### src/rtl/sysid_probe_master.sv
// Avalon-MM master that reads sysid words 0/1 and checks them against build constants.
// Optional macro SYSID_PROBE_AUTOSTART_EN: launch one probe automatically after each reset.
module sysid_probe_master #(
  parameter logic [31:0] EXPECTED_ID        = 32'd0,
  parameter logic [31:0] EXPECTED_TIMESTAMP = 32'd1510406386,
  parameter logic [15:0] TIMEOUT_CYCLES     = 16'd255
) (
  input  logic        clock,
  input  logic        reset,
  input  logic        start,
  output logic        avm_address,
  output logic        avm_read,
  input  logic        avm_waitrequest,
  input  logic [31:0] avm_readdata,
  output logic        busy,
  output logic        done,
  output logic        pass,
  output logic        id_match,
  output logic        ts_match,
  output logic        timeout,
  output logic [31:0] id_value,
  output logic [31:0] ts_value
);

  localparam logic [2:0] S_IDLE  = 3'd0;
  localparam logic [2:0] S_RD_ID = 3'd1;
  localparam logic [2:0] S_RD_TS = 3'd2;
  localparam logic [2:0] S_CHECK = 3'd3;
  localparam logic [2:0] S_FIN   = 3'd4;

  logic [2:0]  r_state;
  logic [15:0] r_stall_cnt;
  logic        r_pass;
  logic        r_id_match;
  logic        r_ts_match;
  logic        r_timeout;
  logic [31:0] r_id_value;
  logic [31:0] r_ts_value;

  logic        w_launch;
  logic        w_reading;
  logic        w_accept;
  logic        w_stall;
  logic [15:0] w_stall_inc;
  logic        w_timeout_hit;

`ifdef SYSID_PROBE_AUTOSTART_EN
  logic r_auto;

  // Armed by reset, consumed on the first IDLE cycle after reset releases.
  always_ff @(posedge clock) begin
    if (reset) begin
      r_auto <= 1'b1;
    end else if (r_state == S_IDLE) begin
      r_auto <= 1'b0;
    end
  end

  assign w_launch = start | r_auto;
`else
  assign w_launch = start;
`endif

  assign w_reading     = (r_state == S_RD_ID) || (r_state == S_RD_TS);
  assign w_accept      = w_reading && !avm_waitrequest;
  assign w_stall       = w_reading && avm_waitrequest;
  assign w_stall_inc   = r_stall_cnt + 16'd1;
  // Fires on the edge that closes the TIMEOUT_CYCLES-th stall of the current read.
  assign w_timeout_hit = w_stall && (TIMEOUT_CYCLES != 16'd0) && (w_stall_inc == TIMEOUT_CYCLES);

  always_ff @(posedge clock) begin
    if (reset) begin
      r_state     <= S_IDLE;
      r_stall_cnt <= 16'd0;
      r_pass      <= 1'b0;
      r_id_match  <= 1'b0;
      r_ts_match  <= 1'b0;
      r_timeout   <= 1'b0;
      r_id_value  <= 32'd0;
      r_ts_value  <= 32'd0;
    end else begin
      case (r_state)
        S_IDLE: begin
          if (w_launch) begin
            r_pass      <= 1'b0;
            r_id_match  <= 1'b0;
            r_ts_match  <= 1'b0;
            r_timeout   <= 1'b0;
            r_id_value  <= 32'd0;
            r_ts_value  <= 32'd0;
            r_stall_cnt <= 16'd0;
            r_state     <= S_RD_ID;
          end
        end
        S_RD_ID, S_RD_TS: begin
          if (w_accept) begin
            r_stall_cnt <= 16'd0;
            if (r_state == S_RD_ID) begin
              r_id_value <= avm_readdata;
              r_state    <= S_RD_TS;
            end else begin
              r_ts_value <= avm_readdata;
              r_state    <= S_CHECK;
            end
          end else if (w_timeout_hit) begin
            r_timeout  <= 1'b1;
            r_pass     <= 1'b0;
            r_id_match <= 1'b0;
            r_ts_match <= 1'b0;
            r_state    <= S_FIN;
          end else begin
            r_stall_cnt <= w_stall_inc;
          end
        end
        S_CHECK: begin
          r_id_match <= (r_id_value == EXPECTED_ID);
          r_ts_match <= (r_ts_value == EXPECTED_TIMESTAMP);
          r_pass     <= (r_id_value == EXPECTED_ID) && (r_ts_value == EXPECTED_TIMESTAMP);
          r_state    <= S_FIN;
        end
        S_FIN:   r_state <= S_IDLE;
        default: r_state <= S_IDLE;
      endcase
    end
  end

  assign avm_read    = w_reading;
  assign avm_address = (r_state == S_RD_TS);
  assign busy        = w_reading || (r_state == S_CHECK);
  assign done        = (r_state == S_FIN);
  assign pass        = r_pass;
  assign id_match    = r_id_match;
  assign ts_match    = r_ts_match;
  assign timeout     = r_timeout;
  assign id_value    = r_id_value;
  assign ts_value    = r_ts_value;

endmodule

### config.mk
export PLATFORM = sky130hd
export DESIGN_NAME = sysid_probe_master
export DESIGN_NICKNAME = d
export VERILOG_FILES = /design/src/rtl/sysid_probe_master.sv
export SDC_FILE = /design/constraint.sdc
export NUM_CORES = 1
export LEC_CHECK = 0
export BUFFER_PORTS_ARGS = -buffer_cell sky130_fd_sc_hd__buf_2
export CAP_MARGIN = 10
export CORE_MARGIN = 1.5
export CORE_UTILIZATION = 30
export DETAILED_ROUTE_END_ITERATION = 6
export PLACE_DENSITY_LB_ADDON = 0.2
export RECOVER_POWER = 50
export SYNTH_ARGS = -nofsm -noshare
export SYNTH_HDL_FRONTEND = slang
export SYNTH_SLANG_ARGS = --single-unit
### constraint.sdc
create_clock -name clock -period 2.5 [get_ports clock]
set_input_delay 0.375 -clock clock [delete_from_list [all_inputs] [get_ports clock]]
set_output_delay 0.375 -clock clock [all_outputs]
set_load 0.01 [all_outputs]
==> flow_metrics.env, run 1 <==
export IMPL_cp_arrival_ps=2660
export IMPL_ys_ff_latch=87
export IMPL_final_core_util_pct=39.3
export IMPL_critPathLaunchType="flip-flop"
export IMPL_syn_inst=507
export IMPL_grt_max_degree=68
export IMPL_synth_cell_types=56
export IMPL_cts_root_buf="clkbuf_16"
export IMPL_fp_row_count=42
export IMPL_status="finished, final reports clean"
export IMPL_drv_cap=0
export IMPL_drive_above_1_share_pct=20.8
export IMPL_core_mm2=0.0131
export IMPL_slew_headroom_pct=49.7
export IMPL_ir_worst_vdd_mv=0.241
export IMPL_dpl_worst_slack_ps=-5.65
export IMPL_fp_dieH_um=119
export IMPL_period_share_pct=96.7
export IMPL_die_x_um=119
export IMPL_grt_antenna_before_repair=0
export IMPL_fin_nets=661
export IMPL_crit_end="ts_match"
export IMPL_timing_final_crit_period_ps=2420
export IMPL_holdBufCountCts=0
export IMPL_grt_pass1_vias=3864
export IMPL_crit_chain="nand4_4, or3_4, a2111oi_4, o2111ai_4, or3_4, o2bb2ai_2, o31a_1"
export IMPL_clock_skew_final_ps=6.92
export IMPL_grt_setup_unrepaired="yes"
export IMPL_r2r_start="r_stall_cnt[4]"
export IMPL_synth_edf_count=0
export IMPL_ant_nets=0
export IMPL_wl_per_cell_um=16.3
export IMPL_whs_ps=280
export IMPL_gr_usage_all_layers_pct=19.1
export IMPL_post_dp_hpwl_um=9290
export IMPL_yosys_warnings=0
export IMPL_mostFrequentLayoutCells="78 x nand2_1, 76 x dfxtp_1, 75 x nand3_1, 75 x a21oi_1, 69 x clkbuf_1"
export IMPL_grt_ovfl_total=0
export IMPL_finalHoldViolations=0
export IMPL_leakage_uw=0.00179
export IMPL_htree_levels=3
export IMPL_firstDrtPassIters=5
export IMPL_power_density_mw_per_mm2=639
export IMPL_critical_path_max_stage_delay_ps=440
export IMPL_vias=4161
export IMPL_layout_setup_ws_ps=82.2
export IMPL_rrSetupSlack_ps=80
export IMPL_cp_required_ps=2740
export IMPL_path_clk_slew_ps=70
export IMPL_startpoint="r_stall_cnt[4]"
export IMPL_syn_to_final_growth_pct=28.3
export IMPL_crit_path_top_delay_cell="or3_4"
export IMPL_clock_latency_ps=350
export IMPL_vias_per_cell=5.19
export IMPL_clock_sinks=87
export IMPL_n_antenna_cell=0
export IMPL_grt_pass1_wl_um=21200
export IMPL_drv_slew=0
export IMPL_seq_area_frac_synth_pct=43.3
export IMPL_fin_tns_setup_ps=0
export IMPL_clockBufferDepth=2
export IMPL_cts_setup_buffers=0
export IMPL_synth_ff_type="dfxtp_1"
export IMPL_cp_end_kind="flip-flop"
export IMPL_syn_area_per_cell_um2=7.93
export IMPL_async_flop_share_pct=0
export IMPL_gp_congestion=0.868
export IMPL_wirelength_um=13100
export IMPL_mostFrequentLayoutCell="nand2_1"
export IMPL_worst_pin_slew_ps=753
export IMPL_io_buffers=107
export IMPL_cts_tree="yes"
export IMPL_synth_fp_nets=546
export IMPL_path_max_fanout=5
export IMPL_reg2reg_to="ts_match"
export IMPL_numCtsBuffers=9
export IMPL_crit_type="reg -> reg"
export IMPL_drc_errors=0
export IMPL_fmax_ghz=0.414
export IMPL_setup_viol=0
export IMPL_hp_class="in -> reg"
export IMPL_crit_top_cell="or3_4"
export IMPL_syn_area_mm2=0.00402
export IMPL_die_area_mm2=0.0141
export IMPL_r2r_cells=7
export IMPL_fillCellCount=1444
export IMPL_floorplan_initialDensity_pct=30.6
export IMPL_first_iter_violations=283
export IMPL_pin_count=108
worst min-delay path by stage:
stage | startpoint | end | depth (start not counted)
global route | avm_readdata[10] | id_value[10] | 3
floorplan | r_stall_cnt[13] | r_stall_cnt[13] | 1
finish | avm_readdata[10] | id_value[10] | 3
detailed placement | ts_value[9] | ts_value[9] | 2
global placement | ts_value[3] | ts_value[3] | 2
CTS | avm_readdata[10] | id_value[10] | 3
area by class of cell:
cell class / count / area [µm²] / share of cell area [%]
clock buffer: 10 / 229 / 4.44
clock inverter: 5 / 57.6 / 1.12
inverter: 7 / 26.3 / 0.509
multi-input combinational: 375 / 2140 / 41.6
sequential: 87 / 1760 / 34.2
tap: 176 / 220 / 4.27
timing repair buffer: 142 / 721 / 14.0
Yosys cell counts, types with 3 or more instances:
cell type / instances / area (µm²)
or3_1: 5 / 31.3
o21ai_0: 12 / 60.1
nand3_1: 75 / 375
a211oi_1: 5 / 37.5
buf_1: 5 / 18.8
xnor2_1: 6 / 52.6
ha_1: 3 / 37.5
clkbuf_1: 24 / 90.1
nor4bb_1: 3 / 30.0
a31oi_1: 4 / 25.0
and2_1: 3 / 18.8
dfxtp_1: 87 / 1740
xor2_1: 3 / 26.3
inv_1: 7 / 26.3
nor4_1: 10 / 62.6
nor2_1: 28 / 105
nor3_1: 10 / 50.1
a21oi_1: 75 / 375
nand4_1: 9 / 56.3
buf_4: 3 / 22.5
and3_1: 3 / 18.8
nand2_1: 78 / 293
clkbuf_8: 3 / 41.3
cell families after synthesis:
kind of cell             after synthesis  synth area share (%)
AND/OR/NAND/NOR                      246                  30.5
flip-flops                            87                  43.3
adder cells (fa/ha/maj)                3                 0.933
AO/OA/AOI/OAI                        114                  16.9
buffers and inverters                 45                  5.63
multiplexers                           3                 0.809
XOR/XNOR                               9                  1.96
sequential cells by signal, summed over array words and instances, names as in the netlist:
register	count
id_match	1
id_value	32
pass	1
r_stall_cnt	16
r_state	3
timeout	1
ts_match	1
ts_value	32
routing by layer:
layer | vias up | track usage (%) | part of all wire [%]
met5 | - | 0 | 0
met1 | 1986 | 25.4 | 46
li1 | 2027 | - | -
met3 | 17 | 4.63 | 6.0
met4 | 0 | 7.83 | 2.3
met2 | 131 | 29.7 | 46
where the power goes:
part           switching, µW  internal, µW
Clock                    570           771
Sequential              42.0          1430
Combinational            328           157
metrics by stage:
stage | cells | instance area [µm²] | total power [µW]
floorplan | 507 | 4020 | 1780
global placement | 787 | 4870 | 2000
detailed placement | 787 | 4870 | 2010
CTS | 802 | 5170 | 3360
global route | 802 | 5160 | 3450
finish | 802 | 5160 | 3300
timing repair:
item                       CTS  global route
pin swaps                    0             6
setup endpoints to repair    2            12
gates resized for setup      2            24
critical path, delay by kind of cell (launching register included):
family          cells  cell delay (ps)
compound gates      4              980
simple gates        3              960
flops               1              380
Power figures use the tool's default switching activity.
==> run 2, diff against run 1 <==
CORE_UTILIZATION = 44   (was 30)
==> run 2 against run 1 <==
Net effect: power decreased by 11%; combinational power decreased by 5.2%; register-to-register slack got worse by 20 ps; flip-flop and latch count unchanged; cell area decreased by 2.9%; highest routed layer unchanged.
==> flow_metrics.env, run 2 (synthesized netlist as in run 1, its figures left out) <==
export IMPL_numCtsBuffers=9
export IMPL_total_power_uw=2940
export IMPL_status="finished, final reports clean"
export IMPL_cts_root_buf="clkbuf_8"
export IMPL_slew_headroom_pct=26.9
export IMPL_r2r_start="r_stall_cnt[9]"
export IMPL_clockBufferDepth=2
export IMPL_power_density_mw_per_mm2=587
export IMPL_syn_to_final_growth_pct=24.5
export IMPL_layout_setup_ws_ps=61.4
export IMPL_hp_class="in -> reg"
export IMPL_crit_path_top_delay_cell="or3_4"
export IMPL_leakage_uw=0.00173
export IMPL_grt_antenna_before_repair=0
export IMPL_post_dp_hpwl_um=8710
export IMPL_cp_required_ps=2760
export IMPL_r2r_cells=8
export IMPL_wirelength_um=12300
export IMPL_pin_count=108
export IMPL_fillCellCount=899
export IMPL_cts_tree="yes"
export IMPL_power_share_clock_pct=34.2
export IMPL_ir_worst_vdd_mv=0.366
export IMPL_holdBufCountCts=0
export IMPL_rrSetupSlack_ps=60
export IMPL_io_buffers=107
export IMPL_whs_ps=263
export IMPL_mostFrequentLayoutCell="nand2_1"
export IMPL_clock_latency_ps=360
export IMPL_finalInstanceArea_mm2=0.00501
export IMPL_path_buf_inv=1
export IMPL_gr_usage_all_layers_pct=25.2
export IMPL_grt_ovfl_total=0
export IMPL_crit_type="reg -> reg"
export IMPL_hp_start="avm_readdata[24]"
export IMPL_hold_end="ts_value[24]"
export IMPL_drv_cap=0
export IMPL_power_frac_seq_pct=50.1
export IMPL_finalHoldViolations=0
export IMPL_drive_above_1_share_pct=21.3
export IMPL_crit_family="simple AND/OR/NAND/NOR gates"
export IMPL_clock_skew_final_ps=7.74
export IMPL_place_area_mm2=0.00476
export IMPL_drv_slew=0
export IMPL_clock_sinks=87
export IMPL_whs_path_depth=3
export IMPL_path_max_fanout=3
export IMPL_wl_per_cell_um=16.6
export IMPL_cp_arrival_ps=2700
export IMPL_firstDrtPassIters=7
export IMPL_die_area_mm2=0.00972
export IMPL_setup_viol=0
export IMPL_fin_nets=664
export IMPL_swShare_pct=30.6
export IMPL_pwr_share_comb_pct=15.6
export IMPL_grt_pass1_vias=3860
export IMPL_reg2reg_to="ts_match"
export IMPL_critical_path_max_stage_delay_ps=430
export IMPL_core_mm2=0.00881
export IMPL_ant_nets=0
export IMPL_period_share_pct=97.5
export IMPL_path_clk_slew_ps=90
export IMPL_critPathLaunchType="flip-flop"
export IMPL_crit_chain="nand4_1, nor4_2, buf_4, mux2i_2, o2111ai_2, or3_4, o2bb2ai_4, o31a_1"
export IMPL_mostFrequentLayoutCells="78 x nand2_1, 76 x dfxtp_1, 75 x nand3_1, 75 x a21oi_1, 70 x clkbuf_1"
export IMPL_p_int_uw=2040
export IMPL_htree_levels=3
export IMPL_vias_per_cell=5.63
export IMPL_gp_congestion=0.876
export IMPL_path_depth=8
export IMPL_fmax_ghz=0.410
export IMPL_first_iter_violations=209
export IMPL_startpoint="r_stall_cnt[9]"
export IMPL_worst_pin_slew_ps=1100
export IMPL_cp_end_kind="flip-flop"
export IMPL_timing_final_crit_period_ps=2440
export IMPL_fp_row_count=34
export IMPL_grt_pass1_wl_um=19600
export IMPL_fp_dieH_um=98.6
export IMPL_die_x_um=98.6
export IMPL_drc_errors=0
export IMPL_grt_max_degree=49
export IMPL_p_sw_uw=899
export IMPL_n_antenna_cell=0
export IMPL_floorplan_initialDensity_pct=45.7
export IMPL_dpl_worst_slack_ps=-48.8
export IMPL_vias=4148
## run 2: how the worst max path moves through the flow
| stage | end | slack [ps] |
|---|---|---|
| floorplan | ts_match | 30 |
| global placement | ts_match | 20 |
| detailed placement | ts_match | -50 |
| CTS | ts_match | 10 |
| global route | ts_match | -60 |
| finish | ts_match | 60 |
## run 2: tightest hold or removal path: cells and delay by family
kind                   cells  cell delay, ps
AOI/OAI and AO/OA          1              50
buffers and inverters      1             110
and+or+nand+nor            1              50
## run 2: cell type report
cell class	count	area (µm²)	area share [%]
multi-input combinational	375	2160	43.1
sequential	87	1770	35.2
timing repair buffer	145	731	14.6
tap	108	135	2.70
clock buffer	9	124	2.47
clock inverter	6	70.1	1.40
inverter	7	26.3	0.524
## run 2: routing by layer
metal / part of all wire (%) / up-vias / global-route usage [%]
met5: 0 / - / 0
met4: 1.3 / 0 / 6.70
met3: 6.8 / 16 / 6.45
met2: 46 / 142 / 39.0
met1: 46 / 1965 / 35.0
li1: - / 2025 / -
## run 2: stage by stage
stage	cells	TNS [ps]	util (%)
after detailed placement	717	-48.8	54.0
after CTS	732	0	56.3
after floorplan	507	0	-
after global routing	737	-177	56.9
final	737	0	56.9
after global placement	717	0	54.0
## run 2: power groups by stage
stage	Clock [µW]	Sequential, µW	Combinational (µW)
2_1_floorplan	0	1520	267
3_3_place_gp	0	1500	463
3_5_place_dp	0	1510	468
4_1_cts	1020	1470	470
5_1_grt	1080	1480	507
6_report	1010	1470	460
## run 2: repair_timing
action                     in CTS  in global routing
pin swaps                       1                  7
setup endpoints to repair       3                 16
setup buffers                   0                  5
cloned                          0                  0
resized for setup               2                 30
==> run 3, diff against run 2 <==
CORE_ASPECT_RATIO = 0.6   (was default)
CORE_UTILIZATION = 47   (was 44)
==> run 3 against run 2 <==
Net effect: first-iteration DRC count grew 120%; maximum frequency shrank 1.2%; clock power grew 24%; clock skew is essentially flat; core utilization grew 5.7 points; final cell count grew 0.54%; non-clock buffer count grew 2; largest power group unchanged; highest routed layer unchanged.
==> flow_metrics.env, run 3 (synthesized netlist as in run 1, its figures left out) <==
export IMPL_grt_ovfl_total=0
export IMPL_first_iter_violations=469
export IMPL_cts_root_buf="clkbuf_16"
export IMPL_die_area_mm2=0.00914
export IMPL_fillCellCount=767
export IMPL_clock_latency_ps=340
export IMPL_floorplan_initialDensity_pct=49.8
export IMPL_fmax_ghz=0.405
export IMPL_clock_skew_final_ps=7.86
export IMPL_grt_antenna_before_repair=1
export IMPL_finalHoldViolations=0
export IMPL_drv_cap=0
export IMPL_core_mm2=0.00807
export IMPL_wirelength_um=13100
export IMPL_clockBufferDepth=2
export IMPL_fp_row_count=25
export IMPL_pin_count=108
export IMPL_drive_above_1_share_pct=20.4
export IMPL_cp_required_ps=2730
export IMPL_holdBufCountCts=0
export IMPL_timing_final_crit_period_ps=2470
export IMPL_cts_tree="yes"
export IMPL_numCtsBuffers=9
export IMPL_leakage_uw=0.00177
export IMPL_slew_headroom_pct=19.0
export IMPL_grt_max_degree=67
export IMPL_power_density_mw_per_mm2=633
export IMPL_period_share_pct=98.7
export IMPL_die_x_um=122
export IMPL_status="finished, final reports clean"
export IMPL_fin_nets=666
export IMPL_layout_setup_ws_ps=32.6
export IMPL_firstDrtPassIters=5
export IMPL_path_max_fanout=4
export IMPL_ir_worst_vdd_mv=0.314
export IMPL_clock_sinks=87
export IMPL_syn_to_final_growth_pct=25.6
export IMPL_wl_per_cell_um=17.6
export IMPL_path_clk_slew_ps=70
export IMPL_grt_pass1_vias=3549
export IMPL_drc_errors=0
export IMPL_drv_slew=0
export IMPL_io_buffers=107
export IMPL_total_power_uw=3200
export IMPL_fp_dieH_um=74.7
export IMPL_setup_viol=0
export IMPL_hp_class="in -> reg"
export IMPL_htree_levels=3
export IMPL_worst_pin_slew_ps=1210
export IMPL_critPathLaunchType="flip-flop"
export IMPL_grt_pass1_wl_um=19200
export IMPL_crit_type="reg -> reg"
export IMPL_vias_per_cell=5.87
export IMPL_cp_end_kind="flip-flop"
export IMPL_mostFrequentLayoutCells="82 x dfxtp_1, 78 x nand2_1, 75 x nand3_1, 75 x a21oi_1, 71 x clkbuf_1"
export IMPL_vias=4353
export IMPL_cp_arrival_ps=2690
export IMPL_ant_nets=0
export IMPL_mostFrequentLayoutCell="dfxtp_1"
export IMPL_post_dp_hpwl_um=9410
export IMPL_dpl_worst_slack_ps=59.1
export IMPL_gp_congestion=1.10
export IMPL_gr_usage_all_layers_pct=27.9
==> run 3: cell types whose count changed in the layout (fill, tap and decap cells not counted), sizes merged <==
cell / change
clkinvlp: -1
diode: +1
buf: +3
bufinv: -1
clkinv: +2
==> run 3: power by group <==
| part | switching (µW) | internal [µW] |
|---|---|---|
| sequential | 41.9 | 1430 |
| clock | 568 | 679 |
| combinational | 326 | 150 |
==> run 3: critical path, cell delays in order, from the launching register on <==
cell and delay [ps]:
dfxtp_2 340, ha_1 190, inv_2 70, or3_4 400, a2111oi_4 330, o2111ai_2 190
or3_4 420, o2bb2ai_2 150, o31a_1 270
==> run 3: path summary, 6_finish.rpt <==
path | startpoint | end | slack (ps) | cells after the start
max reg2reg | r_stall_cnt[0] | ts_match | 30 | 8
max | r_stall_cnt[0] | ts_match | 30 | 8
min | avm_readdata[2] | id_value[2] | 290 | 3
min reg2reg | id_value[27] | id_value[27] | 470 | 2
==> run 3: routing by layer <==
layer	wire (µm)	track usage, %	up-vias
met4	104	6.85	0
met5	0	0	-
li1	-	-	2049
met3	1450	10.7	9
met1	6420	43.0	2069
met2	5100	35.3	226
==> run 3: stage by stage <==
step	TNS, ps	cell area (µm²)	utilization (%)	hold WS (ps)	std cells
6_report	0	5050	62.6	293	741
5_1_grt	-51.2	5050	62.6	288	740
4_1_cts	0	5070	62.9	285	738
3_5_place_dp	0	4790	59.4	460	722
3_3_place_gp	0	4790	59.4	453	722
2_1_floorplan	0	4020	-	471	507
==> run 3: area by class of cell <==
type                    instances  area, µm²  area share (%)
multi-input cells             375       2110            41.9
flip-flops and latches         87       1750            34.6
repair buffers                147        752            14.9
clock buffers                  10        229            4.53
well taps                     108        135            2.68
clock inverters                 6       43.8           0.867
inverters                       7       26.3           0.520
diodes                          1       2.50          0.0495
==> run 3: timing repair <==
| action | 4_1_cts | 5_1_grt |
|---|---|---|
| gates resized for setup | 2 | 15 |
| pin swaps | 2 | 9 |
| endpoints found under the hold margin | 0 | 0 |
| setup buffers | 0 | 2 |
| setup endpoints to repair | 1 | 18 |
